===== src/rtl/ftdi_pkg.sv =====
// Shared types and defaults for the FT232H async-245 FIFO interface.
package ftdi_pkg;

    typedef enum logic [2:0] {
        StIdle,
        StRdStrobe,
        StRdLatch,
        StWrSetup,
        StWrStrobe,
        StRecover
    } ftdi_state_e;

    typedef enum logic {
        LastRd,
        LastWr
    } last_op_e;

    localparam int unsigned FTDI_RD_CYCLES     = 2;
    localparam int unsigned FTDI_WR_CYCLES     = 3;
    localparam int unsigned RECOVER_CYCLES_DEF = 3;
    localparam int unsigned SYNC_STAGES_DEF    = 2;

endpackage


===== src/rtl/ftdi_async_fifo_if_sync_ff.sv =====
// 1-bit multi-stage synchroniser for asynchronous active-low flags; resets to 1 (inactive).
module sync_ff #(
    parameter int unsigned STAGES = 2
) (
    input  logic clk_i,
    input  logic rst_ni,
    input  logic d_i,
    output logic q_o
);

    logic [STAGES-1:0] sync_d;
    logic [STAGES-1:0] sync_q;

    always_comb begin
        sync_d = {sync_q[STAGES-2:0], d_i};
    end

    always_ff @(posedge clk_i or negedge rst_ni) begin
        if (!rst_ni) begin
            sync_q <= '1;
        end else begin
            sync_q <= sync_d;
        end
    end

    assign q_o = sync_q[STAGES-1];

endmodule


===== src/rtl/ftdi_async_fifo_if.sv =====
// FT232H async-245 FIFO driver: RX/TX valid/ready streams to RD#/WR# strobes.
// Define FTDI_SIWU_EN to enable the tx_flush -> SIWU# send-immediate pulse.
module ftdi_async_fifo_if
    import ftdi_pkg::*;
#(
    parameter int unsigned SYNC_STAGES    = SYNC_STAGES_DEF,
    parameter int unsigned RECOVER_CYCLES = RECOVER_CYCLES_DEF
) (
    input  logic       clk_12mhz,
    input  logic       reset_n,
    input  logic [7:0] fifo_d_in,
    output logic [7:0] fifo_d_out,
    output logic       fifo_d_oe,
    input  logic       fifo_rxf_n,
    input  logic       fifo_txe_n,
    output logic       fifo_rd_n,
    output logic       fifo_wr_n,
    output logic       fifo_siwu,
    output logic       fifo_oe_n,
    input  logic       usb_pwren_n,
    output logic [7:0] rx_data,
    output logic       rx_valid,
    input  logic       rx_ready,
    input  logic [7:0] tx_data,
    input  logic       tx_valid,
    output logic       tx_ready,
    input  logic       tx_flush
);

    localparam int unsigned     CntW    = $clog2(RECOVER_CYCLES + 1);
    localparam logic [CntW-1:0] CntLast = CntW'(RECOVER_CYCLES - 1);

    logic rxf_s, txe_s, pwren_s;

    sync_ff #(.STAGES(SYNC_STAGES)) u_sync_rxf (
        .clk_i (clk_12mhz),
        .rst_ni(reset_n),
        .d_i   (fifo_rxf_n),
        .q_o   (rxf_s)
    );

    sync_ff #(.STAGES(SYNC_STAGES)) u_sync_txe (
        .clk_i (clk_12mhz),
        .rst_ni(reset_n),
        .d_i   (fifo_txe_n),
        .q_o   (txe_s)
    );

    sync_ff #(.STAGES(SYNC_STAGES)) u_sync_pwren (
        .clk_i (clk_12mhz),
        .rst_ni(reset_n),
        .d_i   (usb_pwren_n),
        .q_o   (pwren_s)
    );

    ftdi_state_e     state_d, state_q;
    last_op_e        last_op_d, last_op_q;
    logic [CntW-1:0] cnt_d, cnt_q;
    logic            rd_n_d, rd_n_q;
    logic            wr_n_d, wr_n_q;
    logic            d_oe_d, d_oe_q;
    logic [7:0]      d_out_d, d_out_q;
    logic [7:0]      rx_data_d, rx_data_q;
    logic            rx_valid_d, rx_valid_q;
    logic            rd_elig, wr_elig, do_rd, do_wr;
`ifdef FTDI_SIWU_EN
    logic            flush_pend_d, flush_pend_q;
    logic            siwu_d, siwu_q;
`endif

    always_comb begin
        state_d    = state_q;
        last_op_d  = last_op_q;
        cnt_d      = cnt_q;
        rd_n_d     = rd_n_q;
        wr_n_d     = wr_n_q;
        d_oe_d     = d_oe_q;
        d_out_d    = d_out_q;
        rx_data_d  = rx_data_q;
        rx_valid_d = rx_valid_q & ~rx_ready;
        tx_ready   = 1'b0;
`ifdef FTDI_SIWU_EN
        flush_pend_d = flush_pend_q | tx_flush;
        siwu_d       = 1'b1;
`endif
        rd_elig = ~rxf_s & ~rx_valid_q & ~pwren_s;
        wr_elig = ~txe_s & tx_valid & ~pwren_s;
        // Round-robin: on contention take whichever op was not done last.
        do_rd   = rd_elig & (~wr_elig | (last_op_q == LastWr));
        do_wr   = wr_elig & ~do_rd;

        unique case (state_q)
            StIdle: begin
                if (do_rd) begin
                    rd_n_d    = 1'b0;
                    last_op_d = LastRd;
                    state_d   = StRdStrobe;
                end else if (do_wr) begin
                    tx_ready  = 1'b1;
                    d_out_d   = tx_data;
                    d_oe_d    = 1'b1;
                    last_op_d = LastWr;
                    state_d   = StWrSetup;
                end
`ifdef FTDI_SIWU_EN
                else if (flush_pend_q) begin
                    siwu_d       = 1'b0;
                    flush_pend_d = tx_flush;
                    cnt_d        = '0;
                    state_d      = StRecover;
                end
`endif
            end
            StRdStrobe: state_d = StRdLatch;
            StRdLatch: begin
                rx_data_d  = fifo_d_in;
                rx_valid_d = 1'b1;
                rd_n_d     = 1'b1;
                cnt_d      = '0;
                state_d    = StRecover;
            end
            StWrSetup: begin
                wr_n_d  = 1'b0;
                state_d = StWrStrobe;
            end
            StWrStrobe: begin
                wr_n_d  = 1'b1;
                d_oe_d  = 1'b0;
                cnt_d   = '0;
                state_d = StRecover;
            end
            StRecover: begin
                // Gives released RXF#/TXE# time to propagate through the synchronisers.
                if (cnt_q == CntLast) begin
                    cnt_d   = '0;
                    state_d = StIdle;
                end else begin
                    cnt_d = cnt_q + 1'b1;
                end
            end
            default: state_d = StIdle;
        endcase
    end

    always_ff @(posedge clk_12mhz or negedge reset_n) begin
        if (!reset_n) begin
            state_q    <= StIdle;
            last_op_q  <= LastWr;
            cnt_q      <= '0;
            rd_n_q     <= 1'b1;
            wr_n_q     <= 1'b1;
            d_oe_q     <= 1'b0;
            d_out_q    <= '0;
            rx_data_q  <= '0;
            rx_valid_q <= 1'b0;
        end else begin
            state_q    <= state_d;
            last_op_q  <= last_op_d;
            cnt_q      <= cnt_d;
            rd_n_q     <= rd_n_d;
            wr_n_q     <= wr_n_d;
            d_oe_q     <= d_oe_d;
            d_out_q    <= d_out_d;
            rx_data_q  <= rx_data_d;
            rx_valid_q <= rx_valid_d;
        end
    end

`ifdef FTDI_SIWU_EN
    always_ff @(posedge clk_12mhz or negedge reset_n) begin
        if (!reset_n) begin
            flush_pend_q <= 1'b0;
            siwu_q       <= 1'b1;
        end else begin
            flush_pend_q <= flush_pend_d;
            siwu_q       <= siwu_d;
        end
    end

    assign fifo_siwu = siwu_q;
`else
    logic unused_tx_flush;
    assign unused_tx_flush = tx_flush;
    assign fifo_siwu       = 1'b1;
`endif

    assign fifo_d_out = d_out_q;
    assign fifo_d_oe  = d_oe_q;
    assign fifo_rd_n  = rd_n_q;
    assign fifo_wr_n  = wr_n_q;
    assign fifo_oe_n  = 1'b1;
    assign rx_data    = rx_data_q;
    assign rx_valid   = rx_valid_q;

endmodule


===== config.mk =====
export PLATFORM = sky130hd
export DESIGN_NAME = ftdi_async_fifo_if
export DESIGN_NICKNAME = d
export VERILOG_FILES = /design/src/rtl/ftdi_pkg.sv /design/src/rtl/ftdi_async_fifo_if_sync_ff.sv /design/src/rtl/ftdi_async_fifo_if.sv
export SDC_FILE = /design/constraint.sdc
export NUM_CORES = 1
export LEC_CHECK = 0
export ABC_AREA = 1
export CAP_MARGIN = 25
export CORE_MARGIN = 2
export CORE_UTILIZATION = 45
export CTS_CLUSTER_DIAMETER = 40
export DETAILED_ROUTE_END_ITERATION = 16
export PLACE_DENSITY = 0.79
export REMOVE_ABC_BUFFERS = 1
export SETUP_SLACK_MARGIN = 0.3
export SLEW_MARGIN = 20
export SYNTH_ARGS = -nofsm -noshare
export SYNTH_HDL_FRONTEND = slang
export SYNTH_SLANG_ARGS = --single-unit
export TNS_END_PERCENT = 20

===== constraint.sdc =====
create_clock -name clk_12mhz -period 3.12 [get_ports clk_12mhz]
set_input_delay 0.624 -clock clk_12mhz [delete_from_list [all_inputs] [get_ports clk_12mhz]]
set_output_delay 0.624 -clock clk_12mhz [all_outputs]
set_load 0.005 [all_outputs]

==> impl_metrics.json <==
{
  "skew_ps": 9.06,
  "syn_area_um2": 1380,
  "diodes": 0,
  "antenna_left": 0,
  "fmax_mhz": 380,
  "syn_area_per_cell_um2": 9.86,
  "power_density_nw_per_um2": 858,
  "io_buffer_count": 43,
  "via_per_inst": 5.01,
  "htreeDepth": 2,
  "antenna_found_initial": 0,
  "cp.arrival_ps": 2010,
  "netlist_top_cells_count": "30 x nand2_1, 23 x dfrtp_1, 17 x inv_1",
  "final_core_util_pct": 63.2,
  "grt_pass1_vias": 1175,
  "clk_path_buf_depth": 2,
  "worstSetupStartpointType": "primary input",
  "hold_viol_final": 0,
  "yosys.area.top_type": "dfrtp_1",
  "leakagePower_uw": 0.000897,
  "cp.required_ps": 2500,
  "synth_edf_count": 0,
  "vdd.ir_drop.worst_mv": 0.434,
  "track_usage_pct": 19.1,
  "row_count": 20,
  "netlist_instances": 140,
  "grt_max_degree": 33,
  "synth-seq-area-share_pct": 58.8,
  "die_height_um": 59.4,
  "drv_cap": 0,
  "clock_latency_ps": 330,
  "synth_flop_cell": "dfrtp_1",
  "setup.worst_path.class": "primary input to primary output",
  "start_util_pct": 46.3,
  "synthTopCellsByArea": "dfrtp_1 42%, dfstp_2 17%, nand2_1 8.2%",
  "area_delta_synth_final_pct": 36.3,
  "async_flop_share_pct": 100,
  "grt_first_pass_wirelength_mm": 4.88,
  "place_congestion": 0.796,
  "setup_viol": 0,
  "cp_max_fo": 10,
  "yosys_register_bits": 32,
  "numClockSinks": 32,
  "post-cts-setup-buffer-count": 0,
  "io_pins": 47,
  "cts_resized": 0,
  "endpoint_kind": "primary output",
  "vias": 1113,
  "overflow": 0,
  "yosys.area.top_type_share_pct": 41.7,
  "coreArea_um2": 2980,
  "tritoncts": "yes",
  "clk_pin_slew_worst_paths_ps": 100,
  "hold_class": "flop to flop",
  "yosysUniqueCellTypes": 24,
  "drt_iter0_markers": 30,
  "die_width_um": 59.4,
  "finalCriticalPeriod_ps": 2630,
  "dp.cells": 214,
  "cts_made_buffers": 5,
  "hpwl_mm": 2.15,
  "fin_cells": 222,
  "yosysMostFrequentCell": "nand2_1",
  "wl_per_cell_um": 12.9,
  "ctsHoldBuffers": 0,
  "rsz0062_at_grt": "false",
  "wl_mm": 2.86,
  "slew_viol_final": 0,
  "dieArea_um2": 3530,
  "final.setup.tns_ps": 0,
  "reg2reg_slack_ps": 1690,
  "first_pass_iters": 6,
  "synth_warnings": 0,
  "status": "finished, final reports clean",
  "min_period_over_period_pct": 84.4,
  "drc": 0,
  "root_buffer": "clkbuf_4",
  "final_nets": 212,
  "drive_above_1_share_pct": 19.6
}
## where the power goes
| part | internal [uW] | switching (uW) |
|---|---|---|
| sequential | 593 | 119 |
| clock | 111 | 129 |
| combinational | 358 | 305 |
## critical path, cell delays in order
cell and delay (ps):
clkdlybuf4s50_1 490, nand3_2 110, nand2_4 130, nand3_2 90, inv_1 70, clkdlybuf4s50_1 490
## per-layer routing
metal / track usage (%) / part of all wire, % / up-vias
li1: - / - / 541
met5: 0 / 0 / -
met2: 34.9 / 52 / 49
met3: 8.52 / 8.6 / 7
met4: 4.87 / 1.2 / 0
met1: 19.7 / 38 / 516
## registers in the layout (all words and copies together) (netlist names)
signal,flops
last_op_q,1
fifo_wr_n,1
u_sync_pwren.sync_q,2
cnt_q,2
u_sync_txe.sync_q,2
fifo_d_oe,1
u_sync_rxf.sync_q,2
state_q,3
rx_valid,1
fifo_rd_n,1
fifo_d_out,8
rx_data,8
## cell usage in the layout (no fill, tap or decap), types with 3 or more instances in the layout
cell type	instances
dfstp_2	9
clkbuf_4	5
o21ai_0	12
dfrtp_1	23
inv_1	17
nand2_1	30
inv_2	3
clkdlybuf4s50_1	43
nand3_1	8
nand4_1	8
nand2_2	8
## metrics by stage
step | total power [uW] | hold slack, ps | instance area, um2 | setup WS, ps
2_1_floorplan | 1020 | 328 | 1340 | 1340
3_3_place_gp | 1350 | 346 | 1820 | 517
3_5_place_dp | 1390 | 351 | 1820 | 481
4_1_cts | 1640 | 357 | 1880 | 482
5_1_grt | 1750 | 361 | 1880 | 404
6_report | 1610 | 350 | 1880 | 488
## logic make-up (layout without fill, tap and decap cells)
kind of cell / Yosys count / count (layout) / synth area share [%]
other: 1 / 2 / 0.272
AO/OA/AOI/OAI: 18 / 18 / 6.98
buffers and inverters: 26 / 74 / 9.34
AND/OR/NAND/NOR: 63 / 63 / 24.6
flip-flops: 32 / 32 / 58.8
## cell type report
cell class | count | area (um2)
clock buffers | 8 | 58.8
inverters | 21 | 80.1
repair buffers | 45 | 445
well taps | 33 | 41.3
multi-input cells | 83 | 443
flip-flops and latches | 32 | 812
fillers | 260 | 1100
## path summary, 6_finish.rpt
check	end	cells after the start	startpoint
min in group asynchronous	fifo_d_out[1]$_DFFE_PN0P_	2	reset_n
max	tx_ready	6	tx_valid
min reg2reg	u_sync_txe.sync_q[1]$_DFF_PN1_	0	u_sync_txe.sync_q[0]$_DFF_PN1_
max reg2reg	fifo_d_out[5]$_DFFE_PN0P_	7	state_q[1]$_DFFE_PN0P_
max in group asynchronous	u_sync_pwren.sync_q[0]$_DFF_PN1_	2	reset_n
min	u_sync_txe.sync_q[1]$_DFF_PN1_	0	u_sync_txe.sync_q[0]$_DFF_PN1_
Power figures use the tool's default switching activity.
==> variant, RTL diff (config.mk and constraints unchanged) <==
Re-encode `ftdi_state_e` (6 states) as one-hot, 6 bits wide.
--- a/src/rtl/ftdi_pkg.sv
+++ b/src/rtl/ftdi_pkg.sv
@@ -2,11 +2,11 @@
 package ftdi_pkg;
 
-    typedef enum logic [2:0] {
-        StIdle,
-        StRdStrobe,
-        StRdLatch,
-        StWrSetup,
-        StWrStrobe,
-        StRecover
+    typedef enum logic [5:0] {
+        StIdle     = 6'b000001,
+        StRdStrobe = 6'b000010,
+        StRdLatch  = 6'b000100,
+        StWrSetup  = 6'b001000,
+        StWrStrobe = 6'b010000,
+        StRecover  = 6'b100000
     } ftdi_state_e;
 
Function: no difference found for any inputs over 10 cycles, from zero or initial values and one cycle with reset_n low; not proved beyond that.
==> variant against the unedited design <==
- critical path depth unchanged
- area after synthesis rose by 6.3%
- design area grew 7.7%
- wire length down 9.0%
- clock skew about the same
- sequential cell count increased by 3
- setup slack worse by 0.072 ns
- power grew 3.5%
- utilization up 2.6 points
- count of clock-buffer cells in the layout is 2 lower
- sequential power increased by 0.8%
- first-iteration DRC count rose by 17%
- sequential share of layout area rose by 0.70 points
- critical endpoint unchanged
- highest routed layer unchanged
==> variant: results (changes against the unedited design) <==
* Multi-input gate count at 92 (+11%)
* Final Skew at 0.00893 ns (-0.000131 ns)
* Run status: finished clean
* Clk cell area share at 4.26% (+1.1 points)
* Vias/cell at 4.43 (-12%)
* Final wirelength at 2610 µm (-9.0%)
* WP data arrival at 2.08 ns (+0.07 ns)
* Dpl cells at 241 (+13%)
* Avg Inst Size Synth at 9.47 µm² (-3.9%)
* Register-to-register setup slack at 1.59 ns (-0.10 ns)
* Design area at 2020 µm² (+7.7%)
* Pre-antenna DRT Iters at 4 (-2)
* Largest net degree at the start of global routing at 36 (+9.1%)
* Seq area share at 43.9% (+0.70 points)
* Hold EP: u_sync_rxf.sync_q[1]
* Yosys reg bits at 35 (+9.4%)
* Final Instance Count excl. Fillers at 249 (+12%)
* First-pass GRT wire length at 4350 µm (-11%)
* Final-layout fill cell count at 254 (-2.3%)
* Synth Area in Compound Gates at 6.65% (-0.33 points)
* Hold Startpoint: u_sync_rxf.sync_q[0]
* Max VDD drop at 429 µV (-1.1%)
* Multi-input combinational area share at 22.5% (-1.1 points)
* Number of global-route vias before repair at 1,058 (-10%)
* Final Hold Slack at 0.363 ns (+0.0130 ns)
* Global placement routability congestion at 0.797 (+0.13%)
* HPWL Detailed at 2020 µm (-6.3%)
* Non-clock inverter count at 25 (+19%)
* Synth cell count leaders: 47 x nand2_1, 25 x dfrtp_1, 20 x inv_1
* Met3 Usage GRT at 5.25% (-3.3 points)
variant: changes by cell type after synthesis, sizes merged, moves of 2 or more:
cell / change
o21ai: -3
nand4: -8
inv: +5
nor2: +13
nand2: +8
dfrtp: +2
a21oi: -2
variant: metrics by stage:
stage	total power, µW	setup slack, ns
after floorplan	1020	1.38
after global placement	1330	0.424
after detailed placement	1360	0.402
after CTS	1690	0.394
after global routing	1800	0.311
final	1670	0.416
variant: metal layers:
metal | wire length (µm) | part of all wire (%)
met1 | 1070 | 41
met5 | 0 | 0
met4 | 44 | 1.7
met3 | 167 | 6.4
met2 | 1330 | 51
variant: report_power, final:
| group | switching (µW) | internal, µW | total (µW) |
|---|---|---|---|
| clock | 144 | 189 | 334 |
| sequential | 94.9 | 623 | 718 |
| combinational | 277 | 344 | 620 |
| total | 516 | 1160 | 1670 |
variant: worst max-delay path, stage by stage:
cell and delay (ns):
clkdlybuf4s50_1 0.48, nand3_1 0.09, nand3_1 0.15, nand3_4 0.10, inv_2 0.13, clkdlybuf4s50_1 0.52
